**src/rtl/usr_pkg.sv**
```systemverilog
// Shared definitions for the universal shift register: mode encodings and mode type.
package usr_pkg;

    typedef logic [2:0] usr_mode_t;

    localparam usr_mode_t MODE_HOLD = 3'b000;
    localparam usr_mode_t MODE_SHR  = 3'b001;
    localparam usr_mode_t MODE_SHL  = 3'b010;
    localparam usr_mode_t MODE_ROR  = 3'b011;
    localparam usr_mode_t MODE_ROL  = 3'b100;
    localparam usr_mode_t MODE_ASR  = 3'b101;
    localparam usr_mode_t MODE_LOAD = 3'b110;
    localparam usr_mode_t MODE_CLR  = 3'b111;

endpackage

```
**src/rtl/usr_bit_counter.sv**
```systemverilog
// Modulo-WIDTH shift-event counter with synchronous clear and a registered
// one-cycle wrap pulse. Clear has priority over increment.
module usr_bit_counter #(
    parameter int WIDTH = 8,
    parameter int CNT_W = $clog2(WIDTH + 1)
) (
    input  logic             clk,
    input  logic             rst,
    input  logic             inc_i,
    input  logic             clr_i,
    output logic [CNT_W-1:0] cnt_o,
    output logic             wrap_o
);

    localparam logic [CNT_W-1:0] LAST_CNT = CNT_W'(WIDTH - 1);
    localparam logic [CNT_W-1:0] ONE_CNT  = CNT_W'(1);
    localparam logic [CNT_W-1:0] ZERO_CNT = CNT_W'(0);

    logic [CNT_W-1:0] cnt_q;
    logic [CNT_W-1:0] cnt_d;
    logic             wrap_q;
    logic             wrap_d;

    // next count and wrap pulse
    always_comb begin
        cnt_d  = cnt_q;
        wrap_d = 1'b0;
        if (clr_i) begin
            cnt_d = ZERO_CNT;
        end else if (inc_i) begin
            if (cnt_q == LAST_CNT) begin
                cnt_d  = ZERO_CNT;
                wrap_d = 1'b1;
            end else begin
                cnt_d = cnt_q + ONE_CNT;
            end
        end else begin
            cnt_d = cnt_q;
        end
    end

    // counter state registers
    always_ff @(posedge clk or posedge rst) begin
        if (rst) begin
            cnt_q  <= ZERO_CNT;
            wrap_q <= 1'b0;
        end else begin
            cnt_q  <= cnt_d;
            wrap_q <= wrap_d;
        end
    end

    assign cnt_o  = cnt_q;
    assign wrap_o = wrap_q;

endmodule

```
**src/rtl/univ_shift_reg.sv**
```systemverilog
// Parametrised universal shift register: shift/rotate/arith-shift, parallel load,
// clear, registered serial-out and a per-word shift counter. All outputs registered.
module univ_shift_reg
    import usr_pkg::*;
#(
    parameter int WIDTH = 8,
    parameter int CNT_W = $clog2(WIDTH + 1)
) (
    input  logic             clk,
    input  logic             rst,
    input  logic             en,
    input  logic [2:0]       mode,
    input  logic             serial_in,
    input  logic [WIDTH-1:0] par_in,
    output logic [WIDTH-1:0] data_out,
    output logic             serial_out,
    output logic [CNT_W-1:0] bit_cnt,
    output logic             word_done
);

    logic [WIDTH-1:0] data_q;
    logic [WIDTH-1:0] data_d;
    logic             sout_q;
    logic             sout_d;
    logic             inc_s;
    logic             clr_s;
    usr_mode_t        mode_s;

    assign mode_s = usr_mode_t'(mode);

    // shift datapath: next data, serial-out bit and counter controls
    always_comb begin
        data_d = data_q;
        sout_d = sout_q;
        inc_s  = 1'b0;
        clr_s  = 1'b0;
        if (en) begin
            case (mode_s)
                MODE_HOLD: begin
                    data_d = data_q;
                    sout_d = sout_q;
                end
                MODE_SHR: begin
                    data_d = {serial_in, data_q[WIDTH-1:1]};
                    sout_d = data_q[0];
                    inc_s  = 1'b1;
                end
                MODE_SHL: begin
                    data_d = {data_q[WIDTH-2:0], serial_in};
                    sout_d = data_q[WIDTH-1];
                    inc_s  = 1'b1;
                end
                MODE_ROR: begin
                    data_d = {data_q[0], data_q[WIDTH-1:1]};
                    sout_d = data_q[0];
                    inc_s  = 1'b1;
                end
                MODE_ROL: begin
                    data_d = {data_q[WIDTH-2:0], data_q[WIDTH-1]};
                    sout_d = data_q[WIDTH-1];
                    inc_s  = 1'b1;
                end
                MODE_ASR: begin
                    data_d = {data_q[WIDTH-1], data_q[WIDTH-1:1]};
                    sout_d = data_q[0];
                    inc_s  = 1'b1;
                end
                MODE_LOAD: begin
                    data_d = par_in;
                    sout_d = 1'b0;
                    clr_s  = 1'b1;
                end
                MODE_CLR: begin
                    data_d = {WIDTH{1'b0}};
                    sout_d = 1'b0;
                    clr_s  = 1'b1;
                end
                default: begin
                    data_d = data_q;
                    sout_d = sout_q;
                end
            endcase
        end else begin
            data_d = data_q;
            sout_d = sout_q;
        end
    end

    // data and serial-out registers
    always_ff @(posedge clk or posedge rst) begin
        if (rst) begin
            data_q <= {WIDTH{1'b0}};
            sout_q <= 1'b0;
        end else begin
            data_q <= data_d;
            sout_q <= sout_d;
        end
    end

    usr_bit_counter #(
        .WIDTH (WIDTH),
        .CNT_W (CNT_W)
    ) u_bit_counter (
        .clk    (clk),
        .rst    (rst),
        .inc_i  (inc_s),
        .clr_i  (clr_s),
        .cnt_o  (bit_cnt),
        .wrap_o (word_done)
    );

    assign data_out   = data_q;
    assign serial_out = sout_q;

endmodule

```
**config.mk**
```make
export PLATFORM = sky130hd
export DESIGN_NAME = univ_shift_reg
export DESIGN_NICKNAME = d
export VERILOG_FILES = /design/src/rtl/usr_pkg.sv /design/src/rtl/usr_bit_counter.sv /design/src/rtl/univ_shift_reg.sv
export SDC_FILE = /design/constraint.sdc
export NUM_CORES = 1
export LEC_CHECK = 0
export CORE_UTILIZATION = 40
export CTS_BUF_LIST = sky130_fd_sc_hd__clkbuf_16
export CTS_CLUSTER_DIAMETER = 50
export DETAILED_ROUTE_END_ITERATION = 8
export GPL_ROUTABILITY_DRIVEN = 0
export PLACE_DENSITY_LB_ADDON = 0.25
export SYNTH_ARGS = -nofsm -noshare
export SYNTH_HDL_FRONTEND = slang
export SYNTH_SLANG_ARGS = --single-unit
```
**constraint.sdc**
```tcl
create_clock -name clk -period 1.3 [get_ports clk]
set_clock_uncertainty 0.15 [all_clocks]
set_input_delay 0.39 -clock clk [delete_from_list [all_inputs] [get_ports clk]]
set_output_delay 0.39 -clock clk [all_outputs]
set_load 0.03 [all_outputs]
```
# After elaboration in Yosys (flattened, before gate mapping)
# Index checks and enable logic that the tools add are counted.
# totals
regBits	14
input_bits	15
output_inout_bits	14
elab_cells	36
# op_classes
n_addsub	1
eq_ne	8
muxes	12
bitwise	2
n_reduce_logical	8
# ops
op	count
$pmux W8 S7	1
$eq A3 B3 Y1 const B	4
$mux W4	3
$mux W1	7
$eq A3 B2 Y1 const B	2
$reduce_or A5 Y1	1
$add A4 B1 Y4 const B	1
$eq A4 B3 Y1 const B	1
$reduce_or A2 Y1	2
$eq A3 B1 Y1 const B	1
$logic_not A3 Y1	1
$pmux W1 S3	1
$reduce_and A3 Y1	1
$reduce_or A3 Y1	1
$not A1 Y1	2
$reduce_and A2 Y1	1
$reduce_bool A2 Y1	1

# Logic depth before layout (Yosys ltp)
# Gate-level depths: netlist of the first run.
# depth
word_depth	6
mapped_depth	8
mapped_depth_nobuf	6

# Hierarchy
# Synthesis of the first run repeated with hierarchy kept, for this count alone.
# unflattened
cells_unflattened	100
hier_area_um2	983.4
# by_module_without_submodules
module	n_inst	cells_each	area_each_um2	seq_area_each_um2
univ_shift_reg	1	78	725.7	225.2
usr_bit_counter	1	22	257.7	125.1

# Worst setup path after synthesis of the first run
# OpenSTA, ideal clock, no wires.
# synth_path
kind	input to register
startpoint	input port mode[2]
endpoint	register data_q[0], in the netlist data_out[0]
setup_time_ps	67
t_arrival_ps	1666
required_time_ps	1083
slack_ps	-583
cell_stages	8
path_buffers	2
path_cell_list	buf_2 -> buf_2 -> inv_1 -> ha_1 -> nor2_1 -> o211ai_1 -> a21oi_1 -> a221o_1
# synth_between
elab_chain_len	3
word_cells_on_any_way	11
cone_classes	eq/ne: 7; mux: 1; bitwise: 1; reduce/logical: 2
# synth_lines
element	line	text
start: declaration	univ_shift_reg.sv:12	input logic [2:0] mode,
parallel branches: the longest is 3 deep, another holds $pmux W8 S7	--	
end signal: assignment	univ_shift_reg.sv:92	data_q <= {WIDTH{1'b0}};
end signal: assignment	univ_shift_reg.sv:95	data_q <= data_d;
end: declaration	univ_shift_reg.sv:21	logic [WIDTH-1:0] data_q;
# Parallel ways; which one is timed is not known.
# A chain may end at the register's enable or synchronous reset.

# Final worst setup path of the first run
# layout_path
startpoint	input port mode[1]
endpoint	register data_q[4], in the netlist data_out[4]
# Same word-level chain as after synthesis.

==> metrics, run 1 <==
status=finished with violations; failing checks=setup timing; Inserted Clock Buffers=3; multiplexer share of the synthesized area=0.03551; Initial Util=0.4356; Synth Area in Adders=0.04261; reg2reg end=data_out[4]$_DFFE_PP0P_; Fmax=around 660 MHz; Critical Path Source=mode[1]; Routed Antenna Nets=0; largest cells by area after synthesis=dfrtp_1 40%, a221o_1 6.8%, nor2_1 4.7%; first-pass GRT wire length=5409 µm; Tightest Pin Transition=0.3198 ns; average size of a mapped cell=around 9.4 µm²; hold_ws=about 0.38 ns; via count=between 1k and 1.5k; Pre-Repair DR Iteration Count=5; Top FF cell, synth=dfrtp_1; max incr delay on CP=around 0.28 ns; r2r startpoint=data_out[3]$_DFFE_PP0P_; most frequent cells in the layout=33 x buf_4, 22 x buf_6, 13 x dfrtp_1, 7 x nor2_4, 7 x clkdlybuf4s50_1; n_diodes=0; vias in the first global route=roughly 1.2k; syn_nets=between 100 and 150; Post-DP Area=roughly 1400 µm²; Worst path top cell family by delay=compound AO/OA/AOI/OAI gates; Final Cell Area=1908 µm²; Slew Limit Fails=0; Post-Synth XOR/XNOR Area=0.03835; DRC=0; critical path type=primary input to flop; WL final=4402 µm; num rows=16; placed cells=around 170; flops & latches, synth=14; Hold Crit Class=primary input to asynchronous set/reset pin; Max transition margin=0.7848; asr flop ratio synth=1.000; Via-to-Cell Ratio=roughly 6.4; YS warnings=0; DRT iter0 DRCs=between 40 and 50; maxcap violations=0; CP arrival=approximately 1.5 ns; remaining global-route overflow=0; Synth Area in Compound Gates=0.2528; CP cell instances=buf_12, xor2_4, buf_6, a22oi_2, nor2_4, a221o_1; Total GRT Usage=0.3083; Synth cell types=35; CTS tree=done; RSZ-0062 raised after global routing=yes; clock sink count=14; R2R depth=4; pre-CTS WS=-0.9990 ns; slowest cell on the critical path=a22oi_2; Lkg Pwr=about 0.00085 µW; Worst-Skew Late Latency=between 0.2 and 0.3 ns; largest family of logic cells by synthesized area=compound AO/OA/AOI/OAI gates; commonest non-fill, non-tap cell in the layout=buf_4; IO Pins=29; Clock Path Buffers=2; r2r setup slk=-0.17 ns; Synth Instances=94; crit path time final=roughly 1.5 ns; worst-path fanout max=7; Fin. Hold Viols=0; final net count=183; CP endpoint=data_out[4]$_DFFE_PP0P_; Max VDD drop=about 0.0010 V; Root Driver=clkbuf_16; HPWL after DPL=1813 µm; die height=48.93 µm; number of synthesized flops with an enable pin=0; Crit path buffers/inverters=2; Final WS setup=-0.2126 ns; P&R area growth vs syn=116.6%; Worst setup SP type=primary input; CP endpoint kind=flop; instance count on the critical path=6; Synth Area in Simple Gates=0.1903; Yosys top cell area share=0.3977; P per Cell Area=1194 nW/µm²; WP data required=1.28 ns; initial antenna violation count=0; Post-Syn Area=880.8 µm²; H-tree depth=1; Port-buffer cells=28; Worst-path clk slew=about 0.050 ns; largest net degree at the start of global routing=15; WL/cell=about 23 µm; post-route insts no fill=between 150 and 200; final setup fails=27; Core ar.=between 2000 and 2500 µm²; die area=~2400 µm²; layout cells sized above 1=0.6220; DIE WIDTH=approximately 49 µm; period utilisation layout=1.164; cell taking the most area after synthesis=dfrtp_1; sequential-to-total area share from yosys stat=0.3977
worst reg2reg max path, stage by stage (launching register included):
cell and delay (ns):
dfrtp_1 0.40, buf_4 0.16, a22oi_2 0.30, nor2_4 0.07, a221o_1 0.28
cells by family after synthesis:
group	after synthesis
fa+ha+maj	3
simple gates	32
xor+xnor	3
flops	14
mux	3
buf+inv	9
compound gates	30
flip-flops by register name, summed over array words and instances (netlist names):
name,flops
data_out,8
serial_out,1
u_bit_counter.cnt_o,4
u_bit_counter.wrap_o,1
per-layer routing:
layer | global-route usage | routed length, µm | up-vias
met3 | 0.05607 | 395 | 32
met5 | 0 | 0 | -
met4 | 0.1471 | 231 | 0
li1 | - | - | 496
met2 | 0.5579 | 2239 | 110
met1 | 0.3458 | 1536 | 577
cell usage after synthesis (2+ instances only):
cell / instances
nor2_1: 11
inv_1: 4
nand2_1: 8
a22oi_1: 5
clkbuf_1: 2
nand3_1: 3
xor2_1: 2
dfrtp_1: 14
ha_1: 3
a221o_1: 6
buf_2: 3
o21ai_1: 2
a21oi_1: 5
mux2i_1: 2
o211ai_1: 2
nand2b_1: 2
o21ai_0: 2
per-stage QoR:
| stage | TNS [ns] | utilization | total power [µW] |
|---|---|---|---|
| global placement | -11.51 | 0.6751 | 1213 |
| detailed placement | -12.36 | 0.6751 | 1228 |
| finish | -2.561 | 0.9437 | 2279 |
| floorplan | -3.858 | - | 930.7 |
| global route | -3.098 | 0.9437 | 2336 |
| CTS | -2.184 | 0.8725 | 2070 |
what timing repair did:
item                                    CTS  global route
resized for setup                        67            36
hold buffers                              0             0
endpoints found under the setup margin   27            28
setup buffers                            18             3
pin swaps                                19            20
where the power goes:
| group | switching [µW] | total, µW | internal (µW) |
|---|---|---|---|
| sequential | 67.2 | 574 | 506 |
| combinational | 532 | 1070 | 540 |
| clock | 223 | 633 | 410 |
| total | 823 | 2280 | 1460 |
worst min path at each step:
stage,slack [ns],endpoint,start,depth (start not counted)
2_1_floorplan,0.13,data_out[0]$_DFFE_PP0P_,rst,1
3_3_place_gp,0.31,serial_out$_DFFE_PP0P_,serial_out$_DFFE_PP0P_,2
3_5_place_dp,0.32,serial_out$_DFFE_PP0P_,serial_out$_DFFE_PP0P_,2
4_1_cts,0.33,u_bit_counter.wrap_o$_DFF_PP0_,rst,3
5_1_grt,0.40,u_bit_counter.wrap_o$_DFF_PP0_,rst,3
6_report,0.38,data_out[0]$_DFFE_PP0P_,rst,3
final cells by class:
class | instances | area (µm²)
Sequential cell | 14 | 351.6
Clock inverter | 1 | 3.754
Tap cell | 27 | 33.78
Timing Repair Buffer | 71 | 690.7
Multi-Input combinational cell | 71 | 725.7
Fill cell | 58 | 113.9
Inverter | 4 | 27.53
Clock buffer | 3 | 75.07
Note: power is estimated with default switching activity, not from simulation.
==> run 2, diff against run 1 <==
ABC_CLOCK_PERIOD_IN_PS = 1300   (was default)
CORE_MARGIN = 1   (was default)
==> results of run 2 <==
The final DEF is identical to that of run 1; final timing and power are the same.
